`src/rtl/dmem_arb_pkg.sv`:
```
// rtl/dmem_arb_pkg.sv - shared types and round-robin pick helper for the data-memory arbiter
package dmem_arb_pkg;

    localparam int MAX_NREQ = 8;

    typedef logic [2:0] st_id_t;

    typedef struct packed {
        logic   found;
        st_id_t id;
    } rr_pick_t;

    // First set bit of valid_vec at or above ptr, wrapping modulo nreq.
    // Iterating downward lets the lowest distance from ptr win the last write.
    function automatic rr_pick_t rr_pick(input logic [MAX_NREQ-1:0] valid_vec,
                                         input st_id_t ptr,
                                         input int nreq);
        rr_pick_t res;
        int       idx;
        res.found = 1'b0;
        res.id    = '0;
        for (int i = MAX_NREQ - 1; i >= 0; i--) begin
            idx = int'(ptr) + i;
            if (idx >= nreq) begin
                idx = idx - nreq;
            end
            if ((i < nreq) && valid_vec[idx[2:0]]) begin
                res.found = 1'b1;
                res.id    = st_id_t'(idx);
            end
        end
        return res;
    endfunction

endpackage

```
`src/rtl/dmem_arb_idfifo.sv`:
```
// rtl/dmem_arb_idfifo.sv - in-order requester ID FIFO for routing tagless store completions
module dmem_arb_idfifo #(
    parameter int W     = 1,
    parameter int DEPTH = 4,
    localparam int PW   = (DEPTH > 1) ? $clog2(DEPTH) : 1
) (
    input  logic          clk,
    input  logic          rst,
    input  logic          push,
    input  logic [W-1:0]  push_data,
    input  logic          pop,
    output logic [W-1:0]  pop_data,
    output logic          full,
    output logic          empty,
    output logic [PW:0]   count
);

    logic [W-1:0]  mem [DEPTH];
    logic [PW-1:0] rd_ptr;
    logic [PW-1:0] wr_ptr;

    // Storage is left unreset; count gates every read.
    always_ff @(posedge clk) begin
        if (push) begin
            mem[wr_ptr] <= push_data;
        end
    end

    always_ff @(posedge clk or posedge rst) begin
        if (rst) begin
            rd_ptr <= '0;
            wr_ptr <= '0;
            count  <= '0;
        end else begin
            if (push) begin
                wr_ptr <= wr_ptr + 1'b1;
            end
            if (pop) begin
                rd_ptr <= rd_ptr + 1'b1;
            end
            case ({push, pop})
                2'b10:   count <= count + 1'b1;
                2'b01:   count <= count - 1'b1;
                default: count <= count;
            endcase
        end
    end

    assign pop_data = mem[rd_ptr];
    assign full     = (count == (PW+1)'(DEPTH));
    assign empty    = (count == '0);

endmodule

```
`src/rtl/dmem_arb.sv`:
```
// rtl/dmem_arb.sv - round-robin arbiter sharing one data-memory load/store port among NREQ requesters
module dmem_arb
    import dmem_arb_pkg::*;
#(
    parameter int NREQ     = 2,
    parameter int RTAG_W   = 3,
    parameter int ST_OUTST = 4,
    localparam int ID_W    = (NREQ > 1) ? $clog2(NREQ) : 1,
    localparam int MTAG_W  = RTAG_W + ID_W,
    localparam int CNT_W   = ((ST_OUTST > 1) ? $clog2(ST_OUTST) : 1) + 1
) (
    input  logic                 clk,
    input  logic                 rst,
    input  logic [NREQ-1:0]      rq_ld_valid,
    output logic [NREQ-1:0]      rq_ld_ready,
    input  logic [NREQ*32-1:0]   rq_ld_addr,
    input  logic [NREQ*RTAG_W-1:0] rq_ld_tag,
    output logic [NREQ-1:0]      rq_ld_resp_valid,
    input  logic [NREQ-1:0]      rq_ld_resp_ready,
    output logic [63:0]          rq_ld_resp_data,
    output logic [RTAG_W-1:0]    rq_ld_resp_tag,
    output logic                 rq_ld_resp_err,
    input  logic [NREQ-1:0]      rq_st_valid,
    output logic [NREQ-1:0]      rq_st_ready,
    input  logic [NREQ*32-1:0]   rq_st_addr,
    input  logic [NREQ*64-1:0]   rq_st_wdata,
    input  logic [NREQ*8-1:0]    rq_st_wstrb,
    output logic [NREQ-1:0]      rq_st_resp_valid,
    input  logic [NREQ-1:0]      rq_st_resp_ready,
    output logic                 m_ld_valid,
    input  logic                 m_ld_ready,
    output logic [31:0]          m_ld_addr,
    output logic [MTAG_W-1:0]    m_ld_tag,
    input  logic                 m_ld_resp_valid,
    output logic                 m_ld_resp_ready,
    input  logic [63:0]          m_ld_resp_data,
    input  logic [MTAG_W-1:0]    m_ld_resp_tag,
    input  logic                 m_ld_resp_err,
    output logic                 m_st_valid,
    input  logic                 m_st_ready,
    output logic [31:0]          m_st_addr,
    output logic [63:0]          m_st_wdata,
    output logic [7:0]           m_st_wstrb,
    input  logic                 m_st_resp_valid,
    output logic                 m_st_resp_ready
);

    // Load arbitration state
    logic [ID_W-1:0]   ld_rr;
    logic              ld_lock;
    logic [ID_W-1:0]   ld_gid_q;
    rr_pick_t          ld_pick;
    logic [ID_W-1:0]   ld_gid;
    logic [ID_W-1:0]   ld_gid_nxt;
    logic              ld_have;
    logic              ld_sel_valid;
    logic [RTAG_W-1:0] ld_sel_tag;
    logic [ID_W-1:0]   ld_resp_id;

    // Store arbitration state
    logic [ID_W-1:0]   st_rr;
    logic              st_lock;
    logic [ID_W-1:0]   st_gid_q;
    rr_pick_t          st_pick;
    logic [ID_W-1:0]   st_gid;
    logic [ID_W-1:0]   st_gid_nxt;
    logic              st_have;
    logic              st_sel_valid;
    logic              st_room;

    // ID FIFO interface
    logic              st_push;
    logic              st_pop;
    logic [ID_W-1:0]   st_head;
    logic              st_full;
    logic              st_empty;
    logic [CNT_W-1:0]  st_count;

    always_comb begin
        ld_pick      = rr_pick(MAX_NREQ'(rq_ld_valid), st_id_t'(ld_rr), NREQ);
        ld_gid       = ld_lock ? ld_gid_q : ID_W'(ld_pick.id);
        ld_have      = ld_lock || ld_pick.found;
        ld_gid_nxt   = (ld_gid == ID_W'(NREQ - 1)) ? '0 : ld_gid + 1'b1;
        ld_sel_valid = 1'b0;
        ld_sel_tag   = '0;
        m_ld_addr    = '0;
        rq_ld_ready  = '0;
        for (int i = 0; i < NREQ; i++) begin
            if (ld_gid == ID_W'(i)) begin
                ld_sel_valid   = rq_ld_valid[i];
                ld_sel_tag     = rq_ld_tag[i*RTAG_W +: RTAG_W];
                m_ld_addr      = rq_ld_addr[i*32 +: 32];
                rq_ld_ready[i] = ld_have && m_ld_ready && !rst;
            end
        end
        m_ld_valid = ld_have && ld_sel_valid && !rst;
        m_ld_tag   = {ld_gid, ld_sel_tag};
    end

    // A stalled grant is frozen until its handshake so the address cannot change under the memory.
    always_ff @(posedge clk or posedge rst) begin
        if (rst) begin
            ld_rr    <= '0;
            ld_lock  <= 1'b0;
            ld_gid_q <= '0;
        end else if (m_ld_valid) begin
            if (m_ld_ready) begin
                ld_lock <= 1'b0;
                ld_rr   <= ld_gid_nxt;
            end else begin
                ld_lock  <= 1'b1;
                ld_gid_q <= ld_gid;
            end
        end
    end

    // Load responses steer by the ID field in the upper tag bits; unknown IDs are sunk.
    always_comb begin
        ld_resp_id       = m_ld_resp_tag[MTAG_W-1:RTAG_W];
        rq_ld_resp_valid = '0;
        m_ld_resp_ready  = 1'b1;
        for (int i = 0; i < NREQ; i++) begin
            if (ld_resp_id == ID_W'(i)) begin
                rq_ld_resp_valid[i] = m_ld_resp_valid;
                m_ld_resp_ready     = rq_ld_resp_ready[i];
            end
        end
        if (rst) begin
            rq_ld_resp_valid = '0;
            m_ld_resp_ready  = 1'b0;
        end
        rq_ld_resp_data = m_ld_resp_data;
        rq_ld_resp_tag  = m_ld_resp_tag[RTAG_W-1:0];
        rq_ld_resp_err  = m_ld_resp_err;
    end

    always_comb begin
        st_room      = !st_full && (32'(st_count) < ST_OUTST);
        st_pick      = rr_pick(MAX_NREQ'(rq_st_valid), st_id_t'(st_rr), NREQ);
        st_gid       = st_lock ? st_gid_q : ID_W'(st_pick.id);
        st_have      = st_lock || st_pick.found;
        st_gid_nxt   = (st_gid == ID_W'(NREQ - 1)) ? '0 : st_gid + 1'b1;
        st_sel_valid = 1'b0;
        m_st_addr    = '0;
        m_st_wdata   = '0;
        m_st_wstrb   = '0;
        rq_st_ready  = '0;
        for (int i = 0; i < NREQ; i++) begin
            if (st_gid == ID_W'(i)) begin
                st_sel_valid   = rq_st_valid[i];
                m_st_addr      = rq_st_addr[i*32 +: 32];
                m_st_wdata     = rq_st_wdata[i*64 +: 64];
                m_st_wstrb     = rq_st_wstrb[i*8 +: 8];
                rq_st_ready[i] = st_have && st_room && m_st_ready && !rst;
            end
        end
        m_st_valid = st_have && st_sel_valid && st_room && !rst;
        st_push    = m_st_valid && m_st_ready;
    end

    // With the FIFO full m_st_valid is low, so no lock is taken.
    always_ff @(posedge clk or posedge rst) begin
        if (rst) begin
            st_rr    <= '0;
            st_lock  <= 1'b0;
            st_gid_q <= '0;
        end else if (m_st_valid) begin
            if (m_st_ready) begin
                st_lock <= 1'b0;
                st_rr   <= st_gid_nxt;
            end else begin
                st_lock  <= 1'b1;
                st_gid_q <= st_gid;
            end
        end
    end

    // Completions arrive in issue order, so the FIFO head names their owner.
    always_comb begin
        rq_st_resp_valid = '0;
        m_st_resp_ready  = 1'b1;
        for (int i = 0; i < NREQ; i++) begin
            if (!st_empty && (st_head == ID_W'(i))) begin
                rq_st_resp_valid[i] = m_st_resp_valid;
                m_st_resp_ready     = rq_st_resp_ready[i];
            end
        end
        if (rst) begin
            rq_st_resp_valid = '0;
            m_st_resp_ready  = 1'b0;
        end
        st_pop = m_st_resp_valid && m_st_resp_ready && !st_empty;
    end

    dmem_arb_idfifo #(
        .W     (ID_W),
        .DEPTH (ST_OUTST)
    ) u_idfifo (
        .clk       (clk),
        .rst       (rst),
        .push      (st_push),
        .push_data (st_gid),
        .pop       (st_pop),
        .pop_data  (st_head),
        .full      (st_full),
        .empty     (st_empty),
        .count     (st_count)
    );

endmodule
```
`config.mk`:
```
export PLATFORM = sky130hd
export DESIGN_NAME = dmem_arb
export DESIGN_NICKNAME = d
export VERILOG_FILES = /design/src/rtl/dmem_arb_pkg.sv /design/src/rtl/dmem_arb_idfifo.sv /design/src/rtl/dmem_arb.sv
export SDC_FILE = /design/constraint.sdc
export NUM_CORES = 1
export LEC_CHECK = 0
export CORE_AREA = 2 2 225 227
export CTS_BUF_LIST = sky130_fd_sc_hd__clkbuf_16
export DETAILED_ROUTE_END_ITERATION = 8
export DIE_AREA = 0 0 227 229
export PLACE_DENSITY = 0.38
export SLEW_MARGIN = 30
export SYNTH_ARGS = -nofsm -noshare
export SYNTH_HDL_FRONTEND = slang
export SYNTH_SLANG_ARGS = --single-unit
export TNS_END_PERCENT = 100
```
`constraint.sdc`:
```
create_clock -name clk -period 2.15 [get_ports clk]
set_input_delay 0.43 -clock clk [delete_from_list [all_inputs] [get_ports clk]]
set_output_delay 0.43 -clock clk [all_outputs]
set_load 0.02 [all_outputs]
```
==> out/qor.txt <==
Crit Path Class: reg2out
post-place setup slack: -0.966 ns
final setup vio count: 108
post-DR wirelength/cell: 18.2 um
total power: 9.38 mW
Worst-Margin Slew: 0.515 ns
Avg Inst Size Synth: 10.0 sq um
worst vdd ir: 0.444 mV
hold slack final: 0.365 ns
Core Region: 49700 sq um
Die X: 227 um
setup ws final: -0.212 ns
RSZ-0062 raised after global routing: true
hold-fix buffers at CTS: 0
gp weighted congestion: 0.726
# fillers: 5646
DR top layer: met5
Core Util, Final: 18.2%
vias in the first global route: 4818
Yosys top cell area share: 47.1%
largest net degree at the start of global routing: 15
clock latency on the worst-skew pair: 0.25 ns
die area: 52000 sq um
Layout Nets: 1130
layout cell share with drive strength beyond 1: 52.8%
period utilization: 110%
Total GRT Usage: 9.44%
Final Cell Area: 9030 sq um
P&R area growth vs syn: 180%
synth unique cells: 34
GR Overflow Total: 0
ANT nets after route: 0
clock transition at the registers of the reported paths: 0.06 ns
critical path peak fanout: 8
Initial Util: 6.50%
sequential area share after synthesis: 13.8%
post-synthesis net count: 689
CP required: 1.72 ns
H-tree depth: 1
FMAX: 423 MHz
initial antenna violation count: 13
routed wl met3: 3.59 mm
routed wire length: 26.2 mm
Post-DP Area: 8290 sq um
status: complete, but fails checks
post-synthesis cell count: 322
Tightest Hold Check Type: in2async
Syn. warnings: 0
slew margin rel.: 65.1%
antenna fix cells: 0
die height: 229 um
top-level I/O count: 581
Critical Path End Type: output port
Via-to-Cell Ratio: 3.01
PD cells: 1040 nW/um^2
max-slew violations: 0
leakage power: 3.71 nW
TritonCTS clock tree: done
Clock Skew: 0.00865 ns
DRC: 0
M1 WL: 9.34 mm
num rows: 82
DR vias: 4315
dpl hpwl: 22.6 mm
Tmin final: 2.36 ns
Synth area leader: mux2_2
first-pass iteration count of the detailed router: 3
Hold Vio Cnt, Final: 0
non-filler cells, final: 1434
Post-Syn Area: 3230 sq um
metal2 WL: 13.1 mm
dominant cells by area after synthesis: mux2_2 47%, buf_4 16%, dfrtp_1 10%
MaxCap Viol Count: 0
placed cell count: 1392
CP Launch Type: flop
worst-case clock buffer depth: 2
failing checks: negative setup slack
#FFs+latches synth: 17
Worst Path Arrival: 1.93 ns
first-pass GRT wire length: 34.8 mm
I/O Buffers: 444
CTS Buf Count: 3
Clock Sinks: 17
DR iter-0 viols: 36
Clock Tree Root: clkbuf_16
Setup TNS Final: -13.06 ns
cells by family (layout without fill, tap and decap cells):
kind of cell,Yosys count,count (layout),synth area share [%]
adders and majority gates,6,6,2.56
buffers and inverters,97,537,20.6
DFF,17,17,13.8
AOI/OAI and AO/OA,16,16,3.61
and+or+nand+nor,28,28,4.89
xor gates and xnor gates,5,5,1.36
muxes,153,153,53.2
final timing paths:
kind / startpoint / to / slack [ns] / depth (start not counted)
max in group asynchronous: rst / ld_lock / 1.64 / 4
min in group clk: st_rr / st_rr / 0.52 / 2
worst max register to register: u_idfifo.rd_ptr[1] / u_idfifo.count[2] / -0.10 / 11
worst max-delay path: st_lock / m_st_wdata[62] / -0.21 / 7
worst min register to register: st_rr / st_rr / 0.52 / 2
worst min-delay path: rst / st_lock / 0.36 / 4
sequential cells by signal, indices dropped and copies added (netlist names):
register / cells
u_idfifo.mem: 4
u_idfifo.count: 3
u_idfifo.rd_ptr: 2
u_idfifo.wr_ptr: 2
ld_gid_q: 1
ld_lock: 1
ld_rr: 1
st_gid_q: 1
st_lock: 1
st_rr: 1
where the power goes:
part / switching (mW) / total (mW) / leakage, nW / internal (mW)
Clock: 0.132 / 0.383 / 0.0371 / 0.251
Combinational: 3.60 / 8.42 / 3.49 / 4.82
Sequential: 0.104 / 0.573 / 0.183 / 0.469
routing by layer:
| layer | vias up | GRT usage (%) |
|---|---|---|
| met3 | 20 | 4.39 |
| met4 | 2 | 0.735 |
| met5 | - | 0 |
| met2 | 395 | 17.6 |
| li1 | 1951 | - |
| met1 | 1947 | 9.92 |
cell usage in the layout, fill, tap and decap left out, types with 3 or more instances in the layout:
cell type / n
mux2i_2: 3
o21ai_0: 3
edfxtp_1: 4
buf_12: 14
mux2_1: 5
buf_2: 39
inv_2: 3
nor2_4: 3
xor2_1: 3
inv_1: 7
nor2_1: 6
mux2_4: 34
clkdlybuf4s50_1: 287
buf_4: 52
mux2_2: 103
ha_1: 4
mux2i_1: 7
clkbuf_2: 3
buf_6: 112
buf_8: 6
nor2b_1: 4
buf_16: 4
dfrtp_1: 11
clkbuf_16: 3
and3_2: 4
cell type report:
| class | instances | area, sq um | area share, % |
|---|---|---|---|
| Inverter | 11 | 43.8 | 0.485 |
| Timing Repair Buffer | 522 | 5270 | 58.3 |
| Tap cell | 672 | 841 | 9.31 |
| Sequential cell | 17 | 448 | 4.96 |
| Clock buffer | 3 | 75.1 | 0.831 |
| Clock inverter | 1 | 7.51 | 0.0831 |
| Multi-Input combinational cell | 208 | 2350 | 26.0 |
cells in the mapped netlist:
cell / count
xnor2_1: 2
a2bb2oi_1: 1
buf_6: 3
buf_4: 69
and2_4: 1
nor2b_1: 5
mux2i_1: 11
o21ai_0: 4
ha_1: 5
nor3b_1: 2
o21ai_1: 1
xor2_1: 3
and3_2: 4
nor2_1: 9
nand2_1: 2
buf_2: 14
mux2_4: 2
or3_1: 1
o21bai_1: 1
and2_2: 1
a21o_1: 1
nand2b_1: 1
inv_1: 11
a21oi_1: 3
o221a_4: 1
fa_1: 1
and3_1: 1
mux2_1: 5
mux2_2: 135
dfrtp_1: 13
nand3_1: 1
o31ai_1: 2
edfxtp_1: 4
o311ai_0: 2
repair_timing:
item / 4_1_cts / 5_1_grt
buffers inserted: 30 / 9
cloned: 8 / 0
resized for setup: 739 / 142
pin swaps: 8 / 4
hold endpoints to repair: 0 / 0
setup endpoints to repair: 154 / 150
critical path: stages (launching register included):
cell     delay, ns
dfrtp_1       0.42
and2_4        0.16
a21o_4        0.20
buf_12        0.15
buf_4         0.14
buf_6         0.12
mux2_4        0.32
buf_6         0.14
Power figures use the tool's default switching activity.
